**config.mk**
```make
export PLATFORM = sky130hd
export DESIGN_NAME = bist_resp_analyzer_flat
export DESIGN_NICKNAME = d
export VERILOG_FILES = /design/src/rtl/bist_resp_analyzer_if.sv /design/src/rtl/bist_resp_analyzer.sv /design/src/flat_wrapper.sv
export SDC_FILE = /design/constraint.sdc
export NUM_CORES = 1
export LEC_CHECK = 0
export CAP_MARGIN = 15
export CORE_MARGIN = 2
export CORE_UTILIZATION = 44
export CTS_CLUSTER_SIZE = 25
export DETAILED_ROUTE_END_ITERATION = 8
export PLACE_DENSITY = 0.9
export SYNTH_ARGS = -nofsm -noshare
export SYNTH_HDL_FRONTEND = slang
export SYNTH_SLANG_ARGS = --single-unit
```
**constraint.sdc**
```tcl
create_clock -name clk -period 2.4 [get_ports clk]
set_input_delay 0.72 -clock clk [delete_from_list [all_inputs] [get_ports clk]]
set_output_delay 0.72 -clock clk [all_outputs]
set_load 0.05 [all_outputs]
```
**src/rtl/bist_resp_analyzer_if.sv**
```systemverilog
// Handshake and status bundle between a BIST response source and the analyzer.
// The source side (master) drives start/valid/resp; the analyzer (slave) reports status.
interface bist_resp_analyzer_if;
    logic        start;
    logic        in_valid;
    logic [15:0] resp;
    logic        in_ready;
    logic [15:0] sig;
    logic [7:0]  count;
    logic        busy;
    logic        done;
    logic        pass;

    modport master (
        output start, in_valid, resp,
        input  in_ready, sig, count, busy, done, pass
    );

    modport slave (
        input  start, in_valid, resp,
        output in_ready, sig, count, busy, done, pass
    );
endinterface

```
**src/rtl/bist_resp_analyzer.sv**
```systemverilog
// Compacts NPAT multiplier responses into a 16-bit MISR signature and
// compares the final signature against GOLDEN.
module bist_resp_analyzer #(
    parameter int unsigned NPAT   = 255,
    parameter logic [15:0] SEED   = 16'hFFFF,
    parameter logic [15:0] GOLDEN = 16'hFFFE
) (
    input logic                   clk,
    input logic                   rst,
    bist_resp_analyzer_if.slave   bus
);

    typedef enum logic [1:0] {IDLE, RUN, CHECK, DONE} state_t;

    localparam logic [7:0] LAST_CNT = 8'(NPAT - 1);

    state_t      state_q, state_d;
    logic [15:0] sig_q,   sig_d;
    logic [7:0]  count_q, count_d;
    logic        done_q,  done_d;
    logic        pass_q,  pass_d;
    logic        accept;

    // Polynomial x^16 + x^15 + x^13 + x^4 + 1, response folded in after the shift.
    function automatic logic [15:0] misr_step(input logic [15:0] s, input logic [15:0] r);
        logic fb;
        fb = s[15] ^ s[14] ^ s[12] ^ s[3];
        return {s[14:0], fb} ^ r;
    endfunction

    assign accept = bus.in_valid && (state_q == RUN);

    always_comb begin
        state_d = state_q;
        sig_d   = sig_q;
        count_d = count_q;
        done_d  = done_q;
        pass_d  = pass_q;
        case (state_q)
            IDLE, DONE: begin
                if (bus.start) begin
                    state_d = RUN;
                    sig_d   = SEED;
                    count_d = 8'd0;
                    done_d  = 1'b0;
                    pass_d  = 1'b0;
                end
            end
            RUN: begin
                if (accept) begin
                    sig_d   = misr_step(sig_q, bus.resp);
                    count_d = count_q + 8'd1;
                    if (count_q == LAST_CNT) begin
                        state_d = CHECK;
                    end
                end
            end
            CHECK: begin
                pass_d  = (sig_q == GOLDEN);
                done_d  = 1'b1;
                state_d = DONE;
            end
            default: state_d = IDLE;
        endcase
    end

    always_ff @(posedge clk) begin
        if (rst) begin
            state_q <= IDLE;
            sig_q   <= SEED;
            count_q <= 8'd0;
            done_q  <= 1'b0;
            pass_q  <= 1'b0;
        end else begin
            state_q <= state_d;
            sig_q   <= sig_d;
            count_q <= count_d;
            done_q  <= done_d;
            pass_q  <= pass_d;
        end
    end

    assign bus.in_ready = (state_q == RUN);
    assign bus.busy     = (state_q == RUN) || (state_q == CHECK);
    assign bus.sig      = sig_q;
    assign bus.count    = count_q;
    assign bus.done     = done_q;
    assign bus.pass     = pass_q;

endmodule

```
**src/flat_wrapper.sv**
```systemverilog
// flat-port wrapper written by rule: the top's interface ports become plain ports
module bist_resp_analyzer_flat 
#(
    parameter int unsigned NPAT   = 255,
    parameter logic [15:0] SEED   = 16'hFFFF,
    parameter logic [15:0] GOLDEN = 16'hFFFE
)
  (clk, rst, bus_start, bus_in_valid, bus_resp, bus_in_ready, bus_sig, bus_count, bus_busy, bus_done, bus_pass);
  bist_resp_analyzer_if bus_i ();
  input logic clk;
  input logic rst;
  input wire logic [$bits(bus_i.start)-1:0] bus_start;
  input wire logic [$bits(bus_i.in_valid)-1:0] bus_in_valid;
  input wire logic [$bits(bus_i.resp)-1:0] bus_resp;
  output wire logic [$bits(bus_i.in_ready)-1:0] bus_in_ready;
  output wire logic [$bits(bus_i.sig)-1:0] bus_sig;
  output wire logic [$bits(bus_i.count)-1:0] bus_count;
  output wire logic [$bits(bus_i.busy)-1:0] bus_busy;
  output wire logic [$bits(bus_i.done)-1:0] bus_done;
  output wire logic [$bits(bus_i.pass)-1:0] bus_pass;
  assign bus_i.start = bus_start;
  assign bus_i.in_valid = bus_in_valid;
  assign bus_i.resp = bus_resp;
  assign bus_in_ready = bus_i.in_ready;
  assign bus_sig = bus_i.sig;
  assign bus_count = bus_i.count;
  assign bus_busy = bus_i.busy;
  assign bus_done = bus_i.done;
  assign bus_pass = bus_i.pass;
  bist_resp_analyzer #(.NPAT(NPAT), .SEED(SEED), .GOLDEN(GOLDEN)) u_core (.clk(clk), .rst(rst), .bus(bus_i));
endmodule
```
# Word level (Yosys, flattened, before mapping)
# Index checks and enable logic that the tools add are counted.
[classes]
n_eq_ne = 8
bitwise = 4
muxes = 13
add_sub_neg = 1
n_reduce_logical = 9
[op_table]
columns = ["operator", "count"]
rows = [
  ["16-bit 2-to-1 mux", 2],
  ["16-bit case mux with 2 select lines", 1],
  ["16-bit equality test (second input constant)", 1],
  ["8-bit 2-to-1 mux", 2],
  ["8-bit case mux with 2 select lines", 1],
  ["16-bit bitwise XOR", 1],
  ["8-bit by 1-bit adder with 8-bit output (second input constant)", 1],
  ["8-bit equality test (second input constant)", 1],
  ["2-bit 2-to-1 mux", 3],
  ["2-bit case mux with 3 select lines", 1],
  ["3-bit AND reduction", 2],
  ["2-bit equality test (second input constant)", 2],
  ["2-bit by 1-bit inequality test with 1-bit output (second input constant)", 2],
  ["1-bit case mux with 2 select lines", 2],
  ["2-bit nonzero test", 2],
  ["1-bit bitwise XOR", 3],
  ["2-bit by 1-bit equality test with 1-bit output (second input constant)", 1],
  ["2-bit zero test", 1],
  ["2-bit inequality test (second input constant)", 1],
  ["2-bit AND reduction", 1],
  ["2-bit OR reduction", 1],
  ["1-bit logical AND", 1],
  ["1-bit logical OR", 1],
  ["1-bit 2-to-1 mux", 1],
]
[word_totals]
word_cells = 40
register_bits = 28
inputBits = 20

# Depth between registers and ports, before layout
# Gate-level depths: netlist of the first run.
[logic_depth]
depth_word = 6
mapped_depth = 7

# Least setup slack after synthesis of the first run
# Ideal clock, no wire load.
[synth_path]
kind = "reg-to-reg"
start = "reg u_core.state_q[1]"
end = "reg u_core.sig_q[12] (netlist: u_core.bus.sig[12])"
arrival_ns = 1.886
stages_incl_launch_ff = 8
required_time_ns = 2.271
synth_period_minus_slack_ns = 2.015
n_path_buf = 1
slack_ns = 0.385
path_cell_list = "dfxtp_1 > inv_1 > ha_1 > mux2i_4 > nor2_4 > buf_2 > o22ai_1 > nand2_1"
[synth_via]
elab_chain_len = 4
[synth_lines]
columns = ["item", "line_no", "rtl"]
rows = [
  ["start, declared", "bist_resp_analyzer.sv:17", "state_t state_q, state_d;"],
  ["start signal, assigned", "bist_resp_analyzer.sv:75", "state_q <= state_d;"],
  ["2-bit by 1-bit equality test with 1-bit output *", "-", ""],
  ["via bus_in_ready", "flat_wrapper.sv:15", "output wire logic [$bits(bus_i.in_ready)-1:0] bus_in_ready;"],
  ["1-bit logical AND", "bist_resp_analyzer.sv:31", "assign accept = bus.in_valid && (state_q == RUN);"],
  ["2-bit by 1-bit inequality test with 1-bit output (no line)", "-", ""],
  ["3-bit AND reduction (no line)", "-", ""],
  ["end signal, assigned", "bist_resp_analyzer.sv:76", "sig_q <= sig_d;"],
  ["end, declared", "bist_resp_analyzer.sv:18", "logic [15:0] sig_q, sig_d;"],
]
# The timed path passes the listed nets; every way through them passes the cells marked *.
# A chain may end at the register's enable or synchronous reset.

# Worst setup path after layout of the first run
[layout_path]
start = "reg u_core.sig_q[5] (netlist: u_core.bus.sig[5])"
end = "out bus_sig[5]"
[layout_rtl]
columns = ["item", "line_no", "rtl"]
rows = [
  ["end, declared", "flat_wrapper.sv:16", "output wire logic [$bits(bus_i.sig)-1:0] bus_sig;"],
]
# No word-level cell between the ends.

==> metrics, run 1 <==
Met2 Wirelength=1594 um; Tmin final=2.336 ns; Fillers=254; Most used DFF post-synth=dfxtp_1; Leak=0.7548 nW; final period utilization=0.9735; Synth-to-Final Area Change=43.70%; setup violators final=0; Setup CP Type=reg -> out; met3 WL=177 um; RSZ-0062 raised after global routing=false; WL met1=1449 um; HP Class=reg -> reg; hold path startpoint=u_core.bus.pass; EDFF count, synth=0; count leader, synth=dfxtp_1; global route total overflow=0; initial antenna violation count=0; CP Cell Sequence=clkdlybuf4s50_1; post-CTS setup buffers=0; Die Y=60.01 um; share of layout cells above drive strength 1=0.08040; Syn Area/Cell=approximately 9.3 um2; DR vias/cell=roughly 5.3; number of global-route vias before repair=~1.2k; pwr/cell area=897.0 mW/mm2; gp weighted congestion=approximately 0.87; Worst setup SP type=flip-flop; asr flop ratio synth=0; max cap viols=0; # rows=20; number of distinct library cells after synthesis=34; Pre-antenna DRT Iters=4; sequential area share after synthesis=0.4062; synthesized area=0.001380 mm2; Die X=around 60 um; CP Launch Point=u_core.bus.sig[5]; pin slew with the least headroom to its limit=roughly 0.52 ns; clock-pin slew on the worst setup and hold paths=0.16 ns; clk buf depth=2; total track usage=0.1913; H-tree levels=1; Worst Path Required=1.68 ns; #FFs+latches synth=28; Placeable Area=0.003028 mm2; Syn. warnings=0; Bufs and invs on worst path=1; Layout Nets=226; RR Startpoint=u_core.state_q[0]; starting density of the core=0.4558; ANT nets after route=0; largest net degree at the start of global routing=18; Final Total Pwr=1.779 mW; Worst Skew=between 0.008 and 0.009 ns; I/O pin total=48; cell taking the most area after synthesis=dfxtp_1; synth cell count leaders=dfxtp_1, nand2_1, xor2_1; CTS Sinks=28; CP arrival=1.62 ns; DR DRC count=0; Cells after Synth=~150; top post-synthesis cells by area=dfxtp_1, xor2_1, o22ai_1; Setup TNS Final=0 ns; Ant. Diodes=0; Final Hold Vio Count=0; CP peak stage delay=0.84 ns; Top delay family on crit path=buffers and inverters; CTS root buf=clkbuf_4; Max IR drop VDD=0.0003682 V; Max Used Layer=met4; Final Max Slew Viols=0; first-pass GRT wire length=5375 um; hpwl dp=2379 um; vias=1282; worst skew pair latency=0.33 ns; Iteration-0 DRC Markers=45; slowest CP cell=clkdlybuf4s50_1; Peak Freq=428.0 MHz; synthesized net count=174; Routed WL=3238 um; Worst Setup End Kind=output port; die footprint=approximately 0.0036 mm2; worst-path maximum fanout=4; outcome=complete, no violations; top-area cell type share of the netlist area=0.4062; total CTS buffers=3; post-DR wirelength/cell=between 10 and 15 um; # port buffers=47; CTS tree=built; Slew HR=0.6477; hold_buf cts=0
## logic make-up after synthesis
logic type | Yosys count | synth area share
XOR/XNOR | 24 | 0.1523
AO/OA/AOI/OAI | 25 | 0.1179
buffers and inverters | 10 | 0.03445
multiplexers | 2 | 0.02448
adder cells (fa/ha/maj) | 6 | 0.05440
AND/OR/NAND/NOR | 53 | 0.2103
flip-flops | 28 | 0.4062
## power breakdown
| group | switching [mW] | leakage (nW) | internal [mW] |
|---|---|---|---|
| Clock | 0.143 | 0.0279 | 0.169 |
| Sequential | 0.0590 | 0.227 | 0.518 |
| Combinational | 0.567 | 0.499 | 0.324 |
| Total | 0.768 | 0.755 | 1.01 |
## routing by layer
metal	vias to the layer above	GRT usage
li1	623	-
met1	617	0.2430
met2	38	0.3245
met3	4	0.04545
met4	0	0.04762
met5	-	0
## per-stage QoR
stage / cells / worst slack (ns) / area [um2] / hold WS [ns] / util
CTS: 243 / 0.02162 / 1971 / 0.5107 / 0.6508
floorplan: 148 / 0.3845 / 1380 / 0.4956 / -
finish: 243 / 0.06371 / 1983 / 0.5067 / 0.6550
global route: 243 / 0.003800 / 1983 / 0.5340 / 0.6550
global placement: 239 / 0.05401 / 1918 / 0.4829 / 0.6335
detailed placement: 239 / 0.01417 / 1918 / 0.4914 / 0.6335
## placed cells by master (no fill, tap or decap)
master and count:
mux2_2 1, mux2i_4 1, and2b_1 1, xor2_1 16, ha_1 6, o2111ai_1 1, o22ai_1 15, nand4_1 6
clkinv_1 1, nor4_2 1, nand2_1 20, nor4b_2 1, nor3b_1 1, o31ai_1 1, buf_12 1, buf_4 5
bufinv_16 1, o21a_1 1, nand3b_1 1, nand2b_1 1, nand4b_1 1, nor2_4 1, or4_1 1, nor3_1 4
nand3_1 3, clkbuf_4 3, nor2_1 10, dfxtp_1 28, xnor2_1 8, a21oi_1 1, nor4_4 1, a32o_1 2
o21ai_0 3, clkdlybuf4s50_1 40, o21ai_1 1, dlymetal6s2s_1 5, inv_1 5
## final timing paths
check,slack (ns),cells past startpoint,endpoint
max,0.06,1,bus_sig[5]
min,0.51,2,u_core.bus.pass
max reg2reg,0.35,6,u_core.bus.count[0]
min reg2reg,0.51,2,u_core.bus.pass
## layout make-up
type / instances / area [um2] / area share
clock inverter: 1 / 30.03 / 0.01514
sequential: 28 / 560.5 / 0.2827
clock buffer: 3 / 22.52 / 0.01136
timing repair buffer: 51 / 520.5 / 0.2625
inverter: 6 / 22.52 / 0.01136
multi-input combinational: 110 / 772.0 / 0.3893
tap: 44 / 55.05 / 0.02776
## state kept, by name (all words and copies together) (netlist names)
register          flops
u_core.bus.count      8
u_core.state_q        2
u_core.bus.done       1
u_core.bus.pass       1
u_core.bus.sig       16
## timing repair
action | 4_1_cts | 5_1_grt
resized for setup | 0 | 5
endpoints found under the hold margin | 0 | 0
setup endpoints to repair | 0 | 5
Note: power is estimated with default switching activity, not from simulation.
==> run 2, diff against run 1 <==
ABC_AREA = 1   (was default)
==> run 2 against run 1 <==
- sequential share of layout area down 0.32 points
- worst hold slack got worse by 0.021 ns
- utilization is 0.74 points higher
- via count increased by 6.9%
- routed wire length rose by 1.1%
- setup slack got worse by 0.016 ns
- cell count is 12% higher
- largest power group unchanged
==> metrics, run 2 <==
HP Class=reg -> reg; main combinational cell family by area after synthesis=simple AND/OR/NAND/NOR gates; worst r2r dst=u_core.bus.count[1]; Bufs and invs on worst path=1 (unchanged); count leader, synth=nand2_1; reg2reg setup slack=0.55 ns (+0.20 ns); Peak Freq=425.1 MHz (-0.69%); synthesized area=0.001394 mm2 (+1.0%); total CTS buffers=3 (unchanged); number of global-route vias before repair=1319 (+7.8%); Syn. warnings=0 (unchanged); asr flop ratio synth=0 (unchanged); global route total overflow=0 (unchanged); I/O pin total=48 (unchanged); Worst Hold End=u_core.bus.pass; Top delay family on crit path=buffers and inverters; # port buffers=47 (unchanged); Gate power share=0.580 (+0.080); top-area cell type share of the netlist area=0.4022 (-0.004011); pwr/cell area=1145 mW/mm2 (+28%); total track usage=0.2030 (+0.01171); DR vias/cell=5.022 (-4.8%); final non-filler cell total=273 (+12%); vias=1371 (+6.9%); Setup TNS Final=0 ns (unchanged); largest net degree at the start of global routing=18 (unchanged); Pre-antenna DRT Iters=4 (unchanged); Slew HR=0.6528 (+0.005117); Worst Skew=0.001298 ns (-0.006751 ns); # rows=20 (unchanged); Cells after Synth=177 (+20%); pin slew with the least headroom to its limit=0.5192 ns (-0.005779 ns); hold_buf cts=0 (unchanged); Iteration-0 DRC Markers=32 (-29%); Adder-Cell Fraction of Synth Area=0.05386 (-0.0005371); Worst setup SP type=flip-flop; RSZ-0062 raised after global routing=false; share of layout cells above drive strength 1=0.06987 (-0.01053); Layout Nets=256 (+13%); setup violators final=0 (unchanged); Leak=0.8202 nW (+8.7%); ANT nets after route=0 (unchanged); CTS root buf=clkbuf_4; EDFF count, synth=0 (unchanged); Die X=60.29 um (+0.47%); Die Y=60.29 um (+0.47%); synth cell count leaders=nand2_1, dfxtp_1, inv_1; post-synthesis compound-gate area fraction=0.1329 (+0.01499); Placeable Area=0.003028 mm2 (unchanged); Most used DFF post-synth=dfxtp_1; Ant. Diodes=0 (unchanged); top post-synthesis cells by area=dfxtp_1, nand2_1, xor2_1; Switching Share=0.4717 (+0.03977); Synth Area in Simple Gates=0.2253 (+0.01498); Final Max Slew Viols=0 (unchanged); CTS resizes=0 (unchanged); CTS Sinks=28 (unchanged); synthesized net count=203 (+17%); H-tree levels=1 (unchanged); starting density of the core=0.4603 (+0.004545); RR Startpoint=u_core.state_q[0]; proportion of synthesized area in mux cells=0 (-0.02448); initial antenna violation count=0 (unchanged); Synth-to-Final Area Change=43.90%; post-DR wirelength/cell=12.00 um (-10%); xor and xnor area share after synthesis=0.1068 (-0.04549); Routed WL=3275 um (+1.1%); Hold Path Cell Cnt=2 (unchanged); Seq pwr share=0.282 (-0.042); DR DRC count=0 (unchanged); slowest CP cell=clkdlybuf4s50_1; CP arrival=1.63 ns (about the same); max cap viols=0 (unchanged); worst skew pair latency=0.34 ns (about the same); most frequent cells in the layout=clkdlybuf4s50_1, nand2_1, dfxtp_1; Final Total Pwr=2.296 mW (+29%); die footprint=0.003634 mm2 (+0.94%); Final Hold Vio Count=0 (unchanged); first-pass GRT wire length=5561 um (+3.5%); Post-Place Cell Area=0.001946 mm2 (+1.4%); sequential area share after synthesis=0.4022 (-0.004011); max FFs per register=16 (unchanged); post-CTS setup buffers=0 (unchanged); CP Cell Sequence=clkdlybuf4s50_1; hold path startpoint=u_core.bus.pass; worst-path maximum fanout=5 (+1); Internal Power=1.213 mW (+20%); outcome=complete, no violations; Syn Area/Cell=7.875 um2 (-16%); clock-pin slew on the worst setup and hold paths=0.15 ns (about the same); final core utilization=0.6624 (+0.007438); clk buf depth=2 (unchanged); Tmin final=2.352 ns (+0.01618 ns); net switching power=1.083 mW (+41%); CTS tree=built; most common cell after layout, fill and taps aside=clkdlybuf4s50_1; Max IR drop VDD=0.0005149 V (+40%); #FFs+latches synth=28 (unchanged); Setup CP Type=reg -> out; placed insts=269 (+13%); Final Instance Area=0.002006 mm2 (+1.1%); gp weighted congestion=0.7985 (-7.9%); FF-to-FF path depth=8 (+2); Worst Path Required=1.68 ns (about the same); final period utilization=0.9802 (+0.006740); clock share of power=0.138 (-0.037); Worst Setup End Kind=output port; number of distinct library cells after synthesis=26 (-24%); hpwl dp=2490 um (+4.7%); CP peak stage delay=0.84 ns (about the same); cell taking the most area after synthesis=dfxtp_1
-- run 2: changes by cell type after synthesis, sizes merged, moves of 2 or more --
cell and delta:
xnor2 -6, nand4 +3, nand3 +5, inv +15, nor4 -2, nor2 -2, nand2 +20, a32o -2
a21oi +10, nor3 -3
-- run 2: cell families after synthesis --
| kind of cell | count (synthesis) |
|---|---|
| simple gates | 69 |
| compound gates | 32 |
| flops | 28 |
| buf+inv | 25 |
| xor+xnor | 17 |
| fa+ha+maj | 6 |
-- run 2: routing by layer --
layer  global-route usage  wire (um)  up-vias
met2               0.3478       1677       33
met1               0.2431       1432      639
met3              0.03247        109        5
li1                     -          -      694
met5                    0          0        -
met4               0.1016         55        0
-- run 2: power groups by stage --
| stage | combinational [mW] | sequential, mW | clock (mW) |
|---|---|---|---|
| floorplan | 0.685 | 0.879 | 0 |
| global placement | 1.30 | 0.653 | 0 |
| detailed placement | 1.33 | 0.657 | 0 |
| CTS | 1.33 | 0.647 | 0.314 |
| global route | 1.43 | 0.661 | 0.332 |
| finish | 1.33 | 0.647 | 0.317 |
-- run 2: worst max-delay path by stage --
stage / startpoint / slack (ns) / cells after the start / endpoint
after floorplan: u_core.state_q[0] / 0.57 / 9 / u_core.bus.sig[12]
after global placement: bus_start / 0.22 / 8 / u_core.bus.count[1]
after detailed placement: bus_start / 0.16 / 8 / u_core.bus.count[1]
after CTS: u_core.bus.sig[3] / 0.03 / 1 / bus_sig[3]
after global routing: u_core.bus.sig[14] / 0.007 / 1 / bus_sig[14]
final: u_core.bus.sig[12] / 0.05 / 1 / bus_sig[12]
-- run 2: cell type report --
| class | count | area [um2] |
|---|---|---|
| multi-input cells | 124 | 723.2 |
| clock inverters | 1 | 30.03 |
| flip-flops and latches | 28 | 560.5 |
| repair buffers | 52 | 535.5 |
| fillers | 231 | 1022 |
| clock buffers | 3 | 22.52 |
| inverters | 21 | 78.83 |
| well taps | 44 | 55.05 |
-- run 2: per-stage QoR --
| step | hold slack (ns) | setup slack [ns] |
|---|---|---|
| global route | 0.5221 | 0.007479 |
| floorplan | 0.4775 | 0.5707 |
| finish | 0.4856 | 0.04753 |
| detailed placement | 0.4696 | 0.1614 |
| global placement | 0.4527 | 0.2200 |
| CTS | 0.4894 | 0.03395 |
